**src/rtl/fifo_ctrl_pkg.sv**
```systemverilog
// Shared constants and grant encoding for the FIFO write-arbiter controller.
package fifo_ctrl_pkg;

    localparam int DATA_WIDTH_DEF = 8;
    localparam int ADDR_SIZE_DEF  = 3;
    localparam int DEPTH          = 2 ** ADDR_SIZE_DEF;

    typedef enum logic {
        GRANT_REQ0 = 1'b0,
        GRANT_REQ1 = 1'b1
    } grant_e;

endpackage

```
**src/rtl/rr_arbiter2.sv**
```systemverilog
// Two-requester round-robin arbiter; last_grant only moves when a grant is accepted.
module rr_arbiter2
    import fifo_ctrl_pkg::*;
(
    input  logic clk,
    input  logic reset,
    input  logic req0_valid,
    input  logic req1_valid,
    input  logic accept,
    output logic grant0,
    output logic grant1
);

    grant_e last_grant;
    grant_e last_grant_next;

    always_ff @(posedge clk or posedge reset) begin
        if (reset) begin
            last_grant <= GRANT_REQ1;
        end else begin
            last_grant <= last_grant_next;
        end
    end

    // On contention the requester that was not served last wins.
    always_comb begin
        grant0          = 1'b0;
        grant1          = 1'b0;
        last_grant_next = last_grant;
        if (req0_valid && req1_valid) begin
            grant0 = (last_grant == GRANT_REQ1);
            grant1 = (last_grant == GRANT_REQ0);
        end else begin
            grant0 = req0_valid;
            grant1 = req1_valid;
        end
        if (accept) begin
            last_grant_next = grant1 ? GRANT_REQ1 : GRANT_REQ0;
        end
    end

endmodule

```
**src/rtl/fifo_wr_arbiter_ctrl.sv**
```systemverilog
// Pointer/flag controller for the shared FIFO memory with a two-way write arbiter.
// Optional almost_full output is enabled with FIFO_CTRL_ALMOST_FULL_EN.
module fifo_wr_arbiter_ctrl
    import fifo_ctrl_pkg::*;
#(
    parameter int DATA_WIDTH = DATA_WIDTH_DEF,
    parameter int ADDR_SIZE  = ADDR_SIZE_DEF
`ifdef FIFO_CTRL_ALMOST_FULL_EN
    ,
    parameter int AF_THRESHOLD = 6
`endif
)(
    input  logic                  clk,
    input  logic                  reset,
    input  logic                  req0_valid,
    input  logic [DATA_WIDTH-1:0] req0_data,
    output logic                  req0_ready,
    input  logic                  req1_valid,
    input  logic [DATA_WIDTH-1:0] req1_data,
    output logic                  req1_ready,
    input  logic                  rd_en,
    output logic                  mem_w_clk_en,
    output logic [ADDR_SIZE-1:0]  mem_w_addr,
    output logic [DATA_WIDTH-1:0] mem_w_data,
    output logic [ADDR_SIZE-1:0]  mem_r_addr,
`ifdef FIFO_CTRL_ALMOST_FULL_EN
    output logic                  almost_full,
`endif
    output logic                  full,
    output logic                  empty,
    output logic [ADDR_SIZE:0]    count
);

    localparam logic [ADDR_SIZE:0] PTR_ONE = {{ADDR_SIZE{1'b0}}, 1'b1};

    logic [ADDR_SIZE:0] wr_ptr;
    logic [ADDR_SIZE:0] rd_ptr;
    logic               grant0;
    logic               grant1;
    logic               push;
    logic               pop;

    rr_arbiter2 u_arbiter (
        .clk        (clk),
        .reset      (reset),
        .req0_valid (req0_valid),
        .req1_valid (req1_valid),
        .accept     (push),
        .grant0     (grant0),
        .grant1     (grant1)
    );

    // The extra MSB is the wrap bit: equal pointers mean empty, differing only in it means full.
    assign empty = (wr_ptr == rd_ptr);
    assign full  = (wr_ptr[ADDR_SIZE] != rd_ptr[ADDR_SIZE]) &&
                   (wr_ptr[ADDR_SIZE-1:0] == rd_ptr[ADDR_SIZE-1:0]);
    assign count = wr_ptr - rd_ptr;

`ifdef FIFO_CTRL_ALMOST_FULL_EN
    localparam logic [ADDR_SIZE:0] AF_LEVEL = AF_THRESHOLD[ADDR_SIZE:0];
    assign almost_full = (count >= AF_LEVEL);
`endif

    // Ready is held low during reset so requesters never see an acceptance while pointers are cleared.
    assign req0_ready = grant0 & ~full & ~reset;
    assign req1_ready = grant1 & ~full & ~reset;
    assign push       = (req0_valid & req0_ready) | (req1_valid & req1_ready);
    assign pop        = rd_en & ~empty;

    assign mem_w_clk_en = push;
    assign mem_w_addr   = wr_ptr[ADDR_SIZE-1:0];
    assign mem_w_data   = grant1 ? req1_data : req0_data;
    assign mem_r_addr   = rd_ptr[ADDR_SIZE-1:0];

    always_ff @(posedge clk or posedge reset) begin
        if (reset) begin
            wr_ptr <= '0;
            rd_ptr <= '0;
        end else begin
            if (push) begin
                wr_ptr <= wr_ptr + PTR_ONE;
            end
            if (pop) begin
                rd_ptr <= rd_ptr + PTR_ONE;
            end
        end
    end

endmodule

```
**config.mk**
```make
export PLATFORM = sky130hd
export DESIGN_NAME = fifo_wr_arbiter_ctrl
export DESIGN_NICKNAME = d
export VERILOG_FILES = /design/src/rtl/fifo_ctrl_pkg.sv /design/src/rtl/rr_arbiter2.sv /design/src/rtl/fifo_wr_arbiter_ctrl.sv
export SDC_FILE = /design/constraint.sdc
export NUM_CORES = 1
export LEC_CHECK = 0
export CORE_UTILIZATION = 39
export CTS_CLUSTER_SIZE = 12
export DETAILED_ROUTE_END_ITERATION = 6
export PLACE_DENSITY = 0.93
export SYNTH_ARGS = -nofsm -noshare
export SYNTH_HDL_FRONTEND = slang
export SYNTH_SLANG_ARGS = --single-unit
```
**constraint.sdc**
```tcl
create_clock -name clk -period 3.07 [get_ports clk]
set_clock_uncertainty 0.15 [all_clocks]
set_input_delay 0.614 -clock clk [delete_from_list [all_inputs] [get_ports clk]]
set_output_delay 0.614 -clock clk [all_outputs]
set_load 0.03 [all_outputs]
```
==> summary.txt, run 1 <==
Outcome
  • Outcome: finished, final reports clean

Power
  • Flop pwr share: 17.5%
  • Internal Pwr Total: approximately 0.73 mW
  • Switching Fraction: around 51%
  • Clock network fraction of total power: 6.2%
  • Maximum vdd drop: 1170 uV
  • Net Switching: 0.751 mW
  • P_leak: 0.559 nW
  • Power Density: 1240 nW/um2
  • Comb power frac: 76.3%

Floorplanning
  • Die area: 2020 um2
  • Row Count: 15
  • Io pins: 44
  • Initial core utilization: 41.7%
  • Core area: 1730 um2
  • Die height: 45.0 um
  • Horiz. Die Dim: 45.0 um

Clocking
  • H-tree levels: 1
  • Max clock buf depth: 2
  • CTS Sinks: 9
  • Worst-Skew Late Latency: 0.26 ns
  • CTS tree: built
  • CTS Root Cell: clkbuf_4
  • # Post-CTS Setup Buffers: 0
  • TritonCTS Buffers: 3
  • CTS clk-pin slew, worst paths: 0.06 ns

Logic synthesis
  • Post-Syn Instances: between 70 and 80
  • #FFs+latches synth: 9
  • Synth Area per Inst: 10.2 um2
  • Ranking of synthesized cells by area: dfrtp_1 (28%), mux2_2 (13%), ha_1 (8.7%)
  • Top-area cell type share of the netlist area: about 28%
  • Post-synth top area cell: dfrtp_1
  • Post-Syn Area: roughly 700 um2
  • Ys async rst share: between 90% and 100%
  • Top-count cell post-synth: inv_1
  • Sequential area share after synthesis: between 30% and 40%
  • YS warnings: 0
  • Commonest cells in the netlist: inv_1 (9), dfrtp_1 (8), mux2_2 (8), buf_4 (6), xnor2_1 (6)
  • Ys flop type: dfrtp_1
  • Distinct cell type count after synthesis: 25
  • Post-synth EDFFs: 0
  • Syn_nets: 98

Route
  • Initial DRC Count: 2
  • First drt pass iteration count: 3
  • Vias per Instance: about 4.7
  • DRC: 0
  • DR vias: 666
  • WL final: roughly 2.0 mm
  • Post-DRT Antenna Nets: 0
  • Drt wl/cell: between 10 and 15 um

Hold path
  • Worst min path class: register to register

Placement
  • PortBufs: between 40 and 50
  • Final GP Congestion: between 0.7 and 0.8
  • Final HPWL DP: about 1.7 mm

GRT
  • Gr usage total: 21.4%
  • Vias in the first global route: 634
  • First-pass GRT wire length: 2.95 mm
  • GRT Residual Overflow: 0
  • Largest net degree at the start of global routing: 11
  • Initial antenna violation count: 0

Finish
  • Final #Nets: 146
  • Final Core Density: between 60% and 70%
  • Diode count: 0
  • Area growth, synth to finish: 66.1%
  • Share of cells above drive strength 1: approximately 23%

Worst setup path
  • Arr. time, crit path: 2.19 ns
  • CP Data Required Time: ~2.3 ns
  • Crit Path Max Fanout: 10
  • CP Capture Type: output pin
  • Startpoint Class: primary input
  • Crit Path Class: primary input to output pin

Timing
  • RSZ-0062 raised after global routing: no
  • F_max: 338 MHz
  • Hold Worst Slack: ~0.38 ns
  • Final Max Tran Viols: 0
  • Setup violators final: 0
  • Tcrit/Tclk final: 96.4%
  • Slew margin rel.: a little under three quarters
  • Final hold violations: 0
  • Final min period: between 2 and 3 ns
  • Slew @ Worst Pin: approximately 0.42 ns

Flow run
  • Max cap viols: 0
==> per-stage QoR <==
stage | power, mW | instances | cell area [um2] | setup TNS (ns) | worst slack [ns]
finish | 1.48 | 143 | 1200 | 0 | 0.112
detailed placement | 1.42 | 139 | 1180 | -0.863 | -0.131
floorplan | 1.03 | 71 | 721 | 0 | 0.579
CTS | 1.51 | 143 | 1190 | 0 | 0.0556
global placement | 1.39 | 139 | 1180 | -0.282 | -0.0541
global route | 1.58 | 143 | 1200 | 0 | 0.0522
==> flip-flops by register name (all words and copies together), names as in the netlist <==
| signal | flops |
|---|---|
| rd_ptr | 4 |
| wr_ptr | 4 |
| u_arbiter.last_grant | 1 |
==> power by group through the flow <==
| stage | Combinational [mW] | Sequential, mW | Clock, mW |
|---|---|---|---|
| CTS | 1.15 | 0.260 | 0.0948 |
| detailed placement | 1.15 | 0.262 | 0 |
| global placement | 1.13 | 0.255 | 0 |
| finish | 1.13 | 0.259 | 0.0911 |
| floorplan | 0.783 | 0.249 | 0 |
| global route | 1.20 | 0.269 | 0.108 |
==> final timing paths <==
| path | startpoint | to | slack [ns] | cells after the start |
|---|---|---|---|---|
| min reg2reg | rd_ptr[3] | rd_ptr[3] | 0.38 | 1 |
| max | req1_valid | mem_w_data[4] | 0.11 | 5 |
| min | rd_ptr[3] | rd_ptr[3] | 0.38 | 1 |
| min in group asynchronous | reset | wr_ptr[3] | 0.64 | 3 |
| max in group asynchronous | reset | u_arbiter.last_grant | 1.82 | 3 |
| max reg2reg | wr_ptr[2] | wr_ptr[3] | 1.08 | 5 |
==> layout make-up <==
cell class,count,area (um2)
Multi-Input combinational cell,47,415
Timing Repair Buffer,49,464
Tap cell,25,31.3
Fill cell,159,529
Inverter,9,33.8
Clock buffer,4,26.3
Sequential cell,9,226
==> cell usage in the layout (no fill, tap or decap), drive strengths merged, types with 4 or more instances in the layout <==
| master | synthesis | layout |
|---|---|---|
| dfrtp | 8 | 8 |
| nor2 | 5 | 5 |
| mux2 | 9 | 9 |
| dlygate4sd2 | 0 | 9 |
| clkdlybuf4s50 | 0 | 30 |
| xnor2 | 6 | 6 |
| inv | 9 | 9 |
| buf | 6 | 8 |
| clkbuf | 0 | 4 |
| ha | 5 | 5 |
==> logic make-up (layout without fill, tap and decap cells) <==
group | after synthesis | in the layout | share of synthesized area (%)
DFF | 9 | 9 | 31.4
AOI/OAI and AO/OA | 9 | 9 | 10.2
and+or+nand+nor | 14 | 14 | 9.38
adders and majority gates | 6 | 6 | 11.5
xor gates and xnor gates | 9 | 9 | 12.0
buffers and inverters | 15 | 62 | 10.9
muxes | 9 | 9 | 14.6
==> repair_timing <==
action / 4_1_cts / 5_1_grt
hold buffers: 0 / 0
setup endpoints to repair: 9 / 2
gates resized for setup: 9 / 2
==> critical path, cell delays in order <==
cell and delay [ns]:
clkdlybuf4s50_1 0.49, a21boi_2 0.17, buf_4 0.20, mux2_2 0.37, dlygate4sd2_1 0.36
==> per-layer routing <==
layer	share of wire (%)	track usage [%]	vias to the layer above
met5	0	0	-
met4	1.2	7.27	0
met3	3.5	6.40	4
met2	54	35.4	18
met1	41	26.5	321
li1	-	-	323
No activity file was read; power rests on OpenSTA's default activity.
==> inputs of run 2 (changes only) <==
--- a/config.mk
+++ b/config.mk
@@ -5,10 +5,11 @@
 export SDC_FILE = /design/constraint.sdc
 export NUM_CORES = 1
 export LEC_CHECK = 0
+export CAP_MARGIN = 20
 export CORE_UTILIZATION = 39
 export CTS_CLUSTER_SIZE = 12
 export DETAILED_ROUTE_END_ITERATION = 6
-export PLACE_DENSITY = 0.93
+export PLACE_DENSITY = 0.84
 export SYNTH_ARGS = -nofsm -noshare
 export SYNTH_HDL_FRONTEND = slang
 export SYNTH_SLANG_ARGS = --single-unit
==> summary.txt, run 2 (synthesis results as in run 1) <==
Outcome
  • Outcome: finished, final reports clean

GRT
  • Met2 usage: a little under a third
  • Gr usage total: between 10% and 20%
  • Largest net degree at the start of global routing: 11
  • Met3 usage: 6.40%
  • Most crowded layer after global routing: met2
  • GRT Residual Overflow: 0
  • Vias in the first global route: about 580
  • GR Layer Usage met1: between 20 and 25%
  • First-pass GRT wire length: around 2.6 mm
  • Initial antenna violation count: 0

Timing
  • Final min period: between 2 and 3 ns
  • Setup violators final: 0
  • RSZ-0062 raised after global routing: no
  • Final Max Tran Viols: 0
  • Final hold violations: 0
  • F_max: 343 MHz
  • Tcrit/Tclk final: 94.9%
  • Slew @ Worst Pin: 0.405 ns
  • Slew margin rel.: 73.0%
  • Hold Worst Slack: 0.375 ns

Clocking
  • TritonCTS Buffers: 3
  • CTS Sinks: 9
  • CTS Root Cell: clkbuf_4
  • H-tree levels: 1
  • CTS tree: built
  • Worst-Skew Late Latency: 0.26 ns
  • Max clock buf depth: 2
  • Post-CTS Hold Fix Bufs: 0
  • CTS clk-pin slew, worst paths: ~0.060 ns

Floorplanning
  • Initial core utilization: 41.7%
  • Die area: 2020 um2
  • Io pins: 44
  • Die height: about 45 um
  • Core area: ~1700 um2
  • Horiz. Die Dim: 45.0 um
  • Row Count: 15

Placement
  • Final GP Congestion: between 0.7 and 0.8
  • Post-DP Area: 1170 um2
  • Placed Instances: 138
  • Final HPWL DP: 1.41 mm
  • PortBufs: 43

Finish
  • Commonest non-fill, non-tap cells in the layout: clkdlybuf4s50_1 (30), dlygate4sd2_1 (10), inv_1 (9), mux2_2 (8), dfrtp_1 (8)
  • Cell area after layout: 1190 um2
  • Share of cells above drive strength 1: 22.2%
  • Final #Nets: 145
  • Final Core Density: 68.7%
  • Layout Cells excl Fill: 142
  • Commonest non-fill, non-tap cell in the layout: clkdlybuf4s50_1
  • Top flop regs: rd_ptr x4, wr_ptr x4, u_arbiter.last_grant x1
  • Area growth, synth to finish: 64.6%
  • Diode count: 0

Route
  • DR vias: 635
  • Drt wl/cell: 11.6 um
  • WL final: 1.64 mm
  • Initial DRC Count: 12
  • First drt pass iteration count: 4
  • Post-DRT Antenna Nets: 0
  • DRC: 0
  • Vias per Instance: 4.47

Worst setup path
  • CP Data Required Time: ~2.3 ns
  • Slowest stage delay, CP: 0.48 ns
  • Crit Path Max Fanout: 10
  • Crit path buf inv count: 3
  • Slowest CP cell: clkdlybuf4s50_1
  • CP Capture Type: output pin
  • Startpoint Class: primary input
  • Arr. time, crit path: 2.15 ns
  • Crit Path Class: primary input to output pin
  • Critical-path cell list: clkdlybuf4s50_1 > a21boi_2 > buf_4 > mux2_2 > dlygate4sd2_1
  • Critical path's top delay family: buffers and inverters

Power
  • Maximum vdd drop: 1040 uV
  • Power Density: between 1000 and 1500 nW/um2
  • P_leak: 0.546 nW

Hold path
  • Worst min path class: register to register

Flow run
  • Max cap viols: 0
-- run 2: changes by cell type in the layout (fill, tap and decap cells not counted), sizes merged --
cell,before,now
dlygate4sd2,9,10
dlymetal6s2s,2,1
buf,8,7
-- run 2: routing by layer --
layer	routed length, um	up-vias	share of wire, %
met2	837	16	51
li1	-	322	-
met1	689	294	42
met3	92	3	5.6
met4	22	0	1.3
met5	0	-	0
-- run 2: timing repair --
item	CTS	global route
gates cloned	0	0
setup buffers	0	0
endpoints found under the setup margin	10	1
gates resized for setup	10	1
-- run 2: worst register-to-register path: cells and delay by family, from the launching register on --
kind	cells	cell delay (ns)
xor gates and xnor gates	1	0.15
DFF	1	0.42
adders and majority gates	1	0.37
AOI/OAI and AO/OA	1	0.34
and+or+nand+nor	2	0.42
-- run 2: worst paths after layout --
kind                             from              endpoint  slack, ns  cells past startpoint
min in group asynchronous       reset             wr_ptr[0]       0.58                      2
max reg2reg                 wr_ptr[2]             wr_ptr[3]       1.10                      5
min reg2reg                 rd_ptr[3]             rd_ptr[3]       0.37                      1
min                         rd_ptr[3]             rd_ptr[3]       0.37                      1
max in group asynchronous       reset  u_arbiter.last_grant       1.90                      2
max                        req1_valid         mem_w_data[5]       0.16                      5
-- run 2: area by class of cell --
cell class / count / area (um2)
multi-input combinational: 47 / 415
fill: 147 / 541
inverter: 9 / 33.8
sequential: 9 / 226
tap: 25 / 31.3
clock buffer: 4 / 26.3
timing repair buffer: 48 / 453
-- run 2: through the flow --
| step | total power, mW | worst slack, ns | TNS (ns) |
|---|---|---|---|
| after detailed placement | 1.40 | -0.0844 | -0.568 |
| after global placement | 1.38 | -0.0409 | -0.182 |
| final | 1.45 | 0.155 | 0 |
| after floorplan | 1.03 | 0.579 | 0 |
| after global routing | 1.55 | 0.0897 | 0 |
| after CTS | 1.47 | 0.0606 | 0 |
-- run 2: power breakdown --
group          internal [mW]  leakage [nW]  switching [mW]
Clock                 0.0501        0.0150          0.0410
Combinational          0.474         0.427           0.633
Sequential             0.187         0.105          0.0670
==> inputs of run 3 (changes only) <==
--- a/config.mk
+++ b/config.mk
@@ -5,11 +5,11 @@
 export SDC_FILE = /design/constraint.sdc
 export NUM_CORES = 1
 export LEC_CHECK = 0
-export CAP_MARGIN = 20
 export CORE_UTILIZATION = 39
 export CTS_CLUSTER_SIZE = 12
 export DETAILED_ROUTE_END_ITERATION = 6
 export PLACE_DENSITY = 0.84
+export SLEW_MARGIN = 15
 export SYNTH_ARGS = -nofsm -noshare
 export SYNTH_HDL_FRONTEND = slang
 export SYNTH_SLANG_ARGS = --single-unit
==> results of run 3 <==
Final layout, timing and power as in run 2 (identical DEF).
